`src/rtl/key_conditioner.sv`:
```
// key_conditioner: front end for the push-button lock.
// Synchronises the raw enter/change buttons and the four password switches,
// debounces each button with its own press/release FSM producing a one-cycle
// qualified pulse plus a held level, and debounces the switch word into a
// password that never changes on a cycle where a button pulse is high.

module key_button_fsm #(
   parameter int DB_COUNT = 250000,
   parameter int CNT_W    = 18
) (
   input  logic clk_i,
   input  logic rst_ni,
   input  logic pressed_i,     // synchronised, active-high "button is down"
   output logic pulse_o,       // registered one-cycle qualified-press pulse
   output logic pulse_next_o,  // value pulse_o takes at the next edge
   output logic held_o         // high in HELD and REL_WAIT
);

   typedef enum logic [1:0] {
      IDLE       = 2'd0,
      PRESS_WAIT = 2'd1,
      HELD       = 2'd2,
      REL_WAIT   = 2'd3
   } state_t;

   // Terminal count: the counter never goes past this value.
   localparam logic [CNT_W-1:0] CNT_LAST = CNT_W'(DB_COUNT - 1);

   state_t           state_q, state_d;
   logic [CNT_W-1:0] cnt_q, cnt_d;
   logic             pulse_q, pulse_d;
   logic             held_q, held_d;

   // State, counter and registered outputs; reset parks the FSM in REL_WAIT
   // so a button held through reset must be released before it can pulse.
   always_ff @(posedge clk_i or negedge rst_ni) begin
      if (!rst_ni) begin
         state_q <= REL_WAIT;
         cnt_q   <= '0;
         pulse_q <= 1'b0;
         held_q  <= 1'b0;
      end else begin
         state_q <= state_d;
         cnt_q   <= cnt_d;
         pulse_q <= pulse_d;
         held_q  <= held_d;
      end
   end

   // Next-state, counter and output decode for the press/release debounce.
   always_comb begin
      state_d = state_q;
      cnt_d   = cnt_q;
      pulse_d = 1'b0;
      unique case (state_q)
         IDLE: begin
            cnt_d = '0;
            if (pressed_i) begin
               state_d = PRESS_WAIT;
            end
         end
         PRESS_WAIT: begin
            if (!pressed_i) begin
               // Any released sample during qualification is a bounce.
               state_d = IDLE;
               cnt_d   = '0;
            end else if (cnt_q == CNT_LAST) begin
               state_d = HELD;
               cnt_d   = '0;
               pulse_d = 1'b1;
            end else begin
               cnt_d = cnt_q + 1'b1;
            end
         end
         HELD: begin
            cnt_d = '0;
            if (!pressed_i) begin
               state_d = REL_WAIT;
            end
         end
         REL_WAIT: begin
            if (pressed_i) begin
               // Release bounce: back to HELD without a second pulse.
               state_d = HELD;
               cnt_d   = '0;
            end else if (cnt_q == CNT_LAST) begin
               state_d = IDLE;
               cnt_d   = '0;
            end else begin
               cnt_d = cnt_q + 1'b1;
            end
         end
         default: begin
            state_d = IDLE;
            cnt_d   = '0;
         end
      endcase
      held_d = (state_d == HELD) || (state_d == REL_WAIT);
   end

   assign pulse_o      = pulse_q;
   assign pulse_next_o = pulse_d;
   assign held_o       = held_q;

endmodule

module key_conditioner #(
   parameter int DB_COUNT = 250000,
   parameter int CNT_W    = 18
) (
   input  logic       Clock,
   input  logic       Resetn,
   input  logic       enter_n,
   input  logic       change_n,
   input  logic [3:0] sw,
   output logic       enterpulse,
   output logic       changepulse,
   output logic       enterheld,
   output logic       changeheld,
   output logic [3:0] password
);

   localparam logic [CNT_W-1:0] CNT_LAST = CNT_W'(DB_COUNT - 1);

   // Two-flop synchronisers; buttons idle high (released), switches idle low.
   logic       ent_s1_q, ent_s2_q;
   logic       chg_s1_q, chg_s2_q;
   logic [3:0] sw_s1_q, sw_s2_q;

   // Password debounce state.
   logic [3:0]       pw_q, pw_d;
   logic [3:0]       cand_q, cand_d;
   logic [CNT_W-1:0] pcnt_q, pcnt_d;
   logic [CNT_W-1:0] run;

   logic ent_pulse_next, chg_pulse_next;

   // Synchronise every raw input before any other use.
   always_ff @(posedge Clock or negedge Resetn) begin
      if (!Resetn) begin
         ent_s1_q <= 1'b1;
         ent_s2_q <= 1'b1;
         chg_s1_q <= 1'b1;
         chg_s2_q <= 1'b1;
         sw_s1_q  <= 4'b0000;
         sw_s2_q  <= 4'b0000;
      end else begin
         ent_s1_q <= enter_n;
         ent_s2_q <= ent_s1_q;
         chg_s1_q <= change_n;
         chg_s2_q <= chg_s1_q;
         sw_s1_q  <= sw;
         sw_s2_q  <= sw_s1_q;
      end
   end

   key_button_fsm #(
      .DB_COUNT (DB_COUNT),
      .CNT_W    (CNT_W)
   ) u_enter (
      .clk_i        (Clock),
      .rst_ni       (Resetn),
      .pressed_i    (~ent_s2_q),
      .pulse_o      (enterpulse),
      .pulse_next_o (ent_pulse_next),
      .held_o       (enterheld)
   );

   key_button_fsm #(
      .DB_COUNT (DB_COUNT),
      .CNT_W    (CNT_W)
   ) u_change (
      .clk_i        (Clock),
      .rst_ni       (Resetn),
      .pressed_i    (~chg_s2_q),
      .pulse_o      (changepulse),
      .pulse_next_o (chg_pulse_next),
      .held_o       (changeheld)
   );

   // Password debounce registers.
   always_ff @(posedge Clock or negedge Resetn) begin
      if (!Resetn) begin
         pw_q   <= 4'b0000;
         cand_q <= 4'b0000;
         pcnt_q <= '0;
      end else begin
         pw_q   <= pw_d;
         cand_q <= cand_d;
         pcnt_q <= pcnt_d;
      end
   end

   // Count consecutive identical synced samples that differ from the current
   // password; run is the zero-based index of this sample within its run,
   // saturating at the terminal count. The load is held off while either
   // button pulse is about to be high, so the password is stable on pulses.
   always_comb begin
      pw_d   = pw_q;
      cand_d = sw_s2_q;
      pcnt_d = '0;
      run    = '0;
      if (sw_s2_q == cand_q) begin
         run = (pcnt_q == CNT_LAST) ? CNT_LAST : pcnt_q + 1'b1;
      end
      if (sw_s2_q != pw_q) begin
         pcnt_d = run;
         if ((run == CNT_LAST) && !(ent_pulse_next || chg_pulse_next)) begin
            pw_d   = sw_s2_q;
            pcnt_d = '0;
         end
      end
   end

   assign password = pw_q;

endmodule

```
`config.mk`:
```
export PLATFORM = sky130hd
export DESIGN_NAME = key_conditioner
export DESIGN_NICKNAME = d
export VERILOG_FILES = /design/src/rtl/key_conditioner.sv
export SDC_FILE = /design/constraint.sdc
export NUM_CORES = 1
export LEC_CHECK = 0
export BUFFER_PORTS_ARGS = -buffer_cell sky130_fd_sc_hd__buf_2
export CORE_MARGIN = 10
export CORE_UTILIZATION = 60
export CTS_CLUSTER_SIZE = 16
export DETAILED_ROUTE_END_ITERATION = 12
export PLACE_DENSITY = 0.9
export SETUP_SLACK_MARGIN = 0.1
export SLEW_MARGIN = 10
export SYNTH_ARGS = -nofsm -noshare
export SYNTH_HDL_FRONTEND = slang
export SYNTH_HIERARCHICAL = 1
export SYNTH_SLANG_ARGS = --single-unit
```
`constraint.sdc`:
```
create_clock -name Clock -period 3.03 [get_ports Clock]
set_input_delay 0.606 -clock Clock [delete_from_list [all_inputs] [get_ports Clock]]
set_output_delay 0.606 -clock Clock [all_outputs]
set_load 0.03 [all_outputs]
```
Word-level counts from Yosys, hierarchy flattened:

Cells that the tools add are included.

* memories kept: 0
* bits of input ports: 8
* ROM bits: 0
* output and inout bits: 8
* latch bits: 0
* bits in writable memories: 0
* bits in registers: 82

* shift operators: 0
* order comparisons: 0
* $mul: 0
* equal/unequal tests: 16
* bitwise gates (word level): 0
* add/sub/neg operators: 3
* div/mod/pow operators: 0
* reductions and logical operators: 10
* mux-type cells: 32

Operators by type and width (number)
* $mux 18: 10
* $pmux 18 s3: 2
* $eq 18x18->1 const B: 4
* $add 18x1->18 const B: 3
* $mux 2: 12
* $eq 2x2->1 const B: 8
* $pmux 2 s4: 2
* $mux 1: 6
* $eq 2x1->1 const B: 2
* $eq 4x4->1: 1
* $logic_not 2->1: 2
* $ne 4x4->1: 1
* $reduce_or 2->1: 2
* $logic_or 1x1->1: 3
* $reduce_and 2->1: 1
* $logic_and 1x1->1: 1
* $logic_not 1->1: 1

Longest topological paths before layout:

* word-level depth: 9
* depth in mapped cells: 10
* depth with buffers taken out: 10

Hierarchy:

Netlist, hierarchy kept.

By module, submodules not included
* key_button_fsm: cells an instance 102, times used 2, sequential area each 553.0 um^2, area an instance 1076.0 um^2
* key_conditioner: cells an instance 174, times used 1, sequential area each 955.9 um^2, area an instance 1878.1 um^2

Worst setup path after synthesis:

No wires, ideal clock.

* path type: flip-flop to flip-flop
* start: register pcnt_q[8]
* end: register pw_q[0], in the netlist password[0]
* period minus slack after synthesis: 2.623 ns
* data required time: 2.902 ns
* data arrival time: 2.495 ns
* cell stages (with the launch flop): 8
* setup slack: 0.407 ns
* buffers on the path: 1
* cells stage by stage: dfrtp_1 buf_6 or4_1 or4_4 o211ai_2 a41oi_4 nor4_4 mux2_1

* cells in the longest elaborated chain, start to end: 6
* elaborated cells on any way between the ends: 7
* classes of those cells: 1 x add/sub; 2 x eq/ne; 2 x mux; 2 x reduce/logical

Ends and longest elaborated chain
* start, declared: RTL line 133 `logic [CNT_W-1:0] pcnt_q, pcnt_d;`
* start signal, assigned: RTL line 190 `pcnt_q <= pcnt_d;`
* $add 18x1->18 or $eq 18x18->1 (tied branches): RTL line 204 `run = (pcnt_q == CNT_LAST) ? CNT_LAST : pcnt_q + 1'b1;`
* $mux 18 (*): RTL line 204
* $mux 18 (*): RTL line 203 `if (sw_s2_q == cand_q) begin`
* $eq 18x18->1 (*): RTL line 208 `if ((run == CNT_LAST) && !(ent_pulse_next || chg_pulse_next)) begin`
* $logic_and 1x1->1 (*): RTL line 208
* $reduce_and 2->1 (no line) (*)
* end signal, assigned: RTL line 188 `pw_q <= pw_d;`
* end, declared: RTL line 131 `logic [3:0] pw_q, pw_d;`

Every way passes the cells marked *; elsewhere a longest branch is shown, timed or not.
A chain may end at the register's enable or synchronous reset.

Worst setup path after layout:

* start: register pcnt_q[9]
* end: register pw_q[1], in the netlist password[1]

Same word-level chain as after synthesis.

==> impl_metrics.env <==
export IMPL_synthArstFlopShare_pct=100
export IMPL_cts_max_path_buffers=2
export IMPL_finClkSkew_ns=0.0100
export IMPL_slew_viol_final=0
export IMPL_initial_utilization_pct=62.8
export IMPL_maxSlewHeadroom_pct=36.6
export IMPL_antenna_left=0
export IMPL_cts_buffers=9
export IMPL_synth_area_um2=4030
export IMPL_ys_warn_count=6
export IMPL_tightest_slew_ns=0.951
export IMPL_power_density_nw_per_um2=487
export IMPL_antenna_found_initial=0
export IMPL_critPathArrivalTime_ns=3.01
export IMPL_status="finished clean"
export IMPL_p_leak_nw=1.82
export IMPL_syn_to_final_growth_pct=9.31
export IMPL_cp_end_kind="flop"
export IMPL_die_area_um2=10400
export IMPL_fin_tns_setup_ns=0
export IMPL_ys_seq_area_share_pct=51.2
export IMPL_wl_um=7880
export IMPL_drt_iter0_markers=178
export IMPL_syn_num_nets=389
export IMPL_io_pins=16
export IMPL_fp_row_count=29
export IMPL_final_nets=407
export IMPL_clk_latency_ns=0.34
export IMPL_min_path_type="flop to flop"
export IMPL_die_w_um=102
export IMPL_yosysUniqueCellTypes=50
export IMPL_grt_ovfl_total=0
export IMPL_min_period_ns=2.78
export IMPL_crit_required_ns=3.26
export IMPL_fmax_mhz=359
export IMPL_cts_tree="built"
export IMPL_critPathKind="flop to flop"
export IMPL_gp_congestion=0.897
export IMPL_utilization_pct=68.6
export IMPL_vias=2982
export IMPL_post_route_period_util_pct=91.9
export IMPL_syn_area_per_cell_um2=10.7
export IMPL_r2r_slack_ns=0.25
export IMPL_fillers=450
export IMPL_grt_max_degree=83
export IMPL_viasPerCell=6.24
export IMPL_root_buffer="clkbuf_8"
export IMPL_fin_area_um2=4410
export IMPL_ir_drop_v=0.000461
export IMPL_ys_seq_elements=82
export IMPL_clk_pin_slew_ns=0.09
export IMPL_final_setup_viol_count=0
export IMPL_path_max_fanout=8
export IMPL_critPathLaunchType="flop"
export IMPL_io_buffers=15
export IMPL_coreArea_um2=6420
export IMPL_grt_use_total_pct=16.2
export IMPL_drc_errors=0
export IMPL_num_antenna_cells=0
export IMPL_synthCells=378
export IMPL_grt_first_pass_wirelength_um=13700
export IMPL_htreeDepth=3
export IMPL_hpwlAfterDp_um=5400
export IMPL_post_dp_cell_area_um2=4140
export IMPL_cts_sinks=82
export IMPL_synth_edf_count=0
export IMPL_drive_above_1_share_pct=15.2
export IMPL_die_h_um=102
export IMPL_ys_flop_type="dfrtp_1"
export IMPL_maxCapViolCount=0
export IMPL_grt_pass1_vias=2936
export IMPL_finalHoldViolations=0
export IMPL_drt_pass1_iter_count=5
export IMPL_rsz0062_at_grt="false"
export IMPL_drt_wirelength_per_cell_um=16.5
-- logic make-up after synthesis --
family / Yosys count / share of synthesized area, %
xor+xnor: 54 / 11.7
compound gates: 38 / 7.27
flops: 82 / 51.2
simple gates: 172 / 23.5
mux: 9 / 2.48
fa+ha+maj: 3 / 0.931
buf+inv: 20 / 2.92
-- synth_stat cells (4+ instances only) --
library cell	n	area, um2
dfrtp_1	74	1850
or4_1	5	37.5
nor2_1	62	233
nand3_1	25	125
nor3_1	6	30.0
buf_6	5	56.3
nor4_1	5	31.3
dfstp_2	8	210
nand4_1	17	106
mux2_1	8	90.1
xnor2_1	24	210
clkbuf_1	4	15.0
xor2_1	30	263
o21ai_0	4	20.0
inv_1	7	26.3
a21oi_1	14	70.1
buf_2	4	20.0
nand2_1	16	60.1
and4_1	10	87.6
-- metal layers --
layer | global-route usage [%] | share of wire [%]
met3 | 4.18 | 5.0
met4 | 6.29 | 2.2
met2 | 26.4 | 49
met5 | 0 | 0
met1 | 20.2 | 44
-- through the flow --
step	hold WS, ns	cells	setup WS [ns]	power, mW
global route	0.342	478	0.104	2.23
global placement	0.334	461	0.342	1.21
floorplan	0.310	378	0.407	1.18
CTS	0.349	477	0.220	2.17
finish	0.352	478	0.246	2.15
detailed placement	0.335	461	0.235	1.21
-- flip-flops by register name, summed over array words and instances, names as in the netlist --
name and flops:
u_enter/cnt_q 18, u_enter/pulse_o 1, cand_d 4, u_change/held_o 1
u_change/state_q 2, u_change/cnt_q 18, cand_q 4, ent_s1_q 1
sw_s1_q 4, u_change/pulse_o 1, password 4, u_enter/state_q 2
chg_s2_q 1, chg_s1_q 1, ent_s2_q 1, pcnt_q 18
u_enter/held_o 1
-- cell usage in the layout (no fill, tap or decap), types with 3 or more instances in the layout --
cell type	instances
a21oi_1	14
a31oi_1	3
and4_1	10
buf_2	14
buf_4	6
bufinv_16	3
clkbuf_8	10
dfrtp_1	74
dfstp_2	8
ha_1	3
inv_1	7
mux2_1	8
nand2_1	16
nand3_1	25
nand4_1	17
nor2_1	62
nor3_1	6
nor4_1	5
o21ai_0	4
o31ai_1	3
or4_1	5
xnor2_1	24
xor2_1	30
-- timing repair --
action	CTS	global route
endpoints found under the setup margin	0	14
hold buffers	0	0
gates resized for setup	0	1
buffers inserted	0	1
-- critical path, stage by stage (launching register included) --
cell      delay [ns]
dfrtp_1         0.49
or4_1           0.53
or4_4           0.45
o211ai_2        0.20
a41oi_4         0.17
nor4_4          0.45
mux2_1          0.36
-- final timing paths --
path	startpoint	end	depth (start not counted)
setup / recovery	pcnt_q[9]	password[1]	6
hold / removal	sw_s1_q[0]	cand_d[0]	0
setup reg to reg	pcnt_q[9]	password[1]	6
hold reg to reg	sw_s1_q[0]	cand_d[0]	0
max in group asynchronous	Resetn	sw_s1_q[0]	1
min in group asynchronous	Resetn	u_change/cnt_q[14]	1
-- power breakdown --
part | switching, mW | internal, mW | total [mW]
Sequential | 0.0131 | 1.11 | 1.13
Clock | 0.381 | 0.573 | 0.953
Combinational | 0.0466 | 0.0200 | 0.0666
-- area by class of cell --
class                      count  area (um2)  area share, %
tap                           77        96.3           2.19
clock buffer                  10         138           3.12
timing repair buffer          20         115           2.61
inverter                       7        26.3          0.596
sequential                    82        2060           46.8
clock inverter                 6         113           2.56
multi-input combinational    276        1860           42.1
No activity file was read; power rests on OpenSTA's default activity.
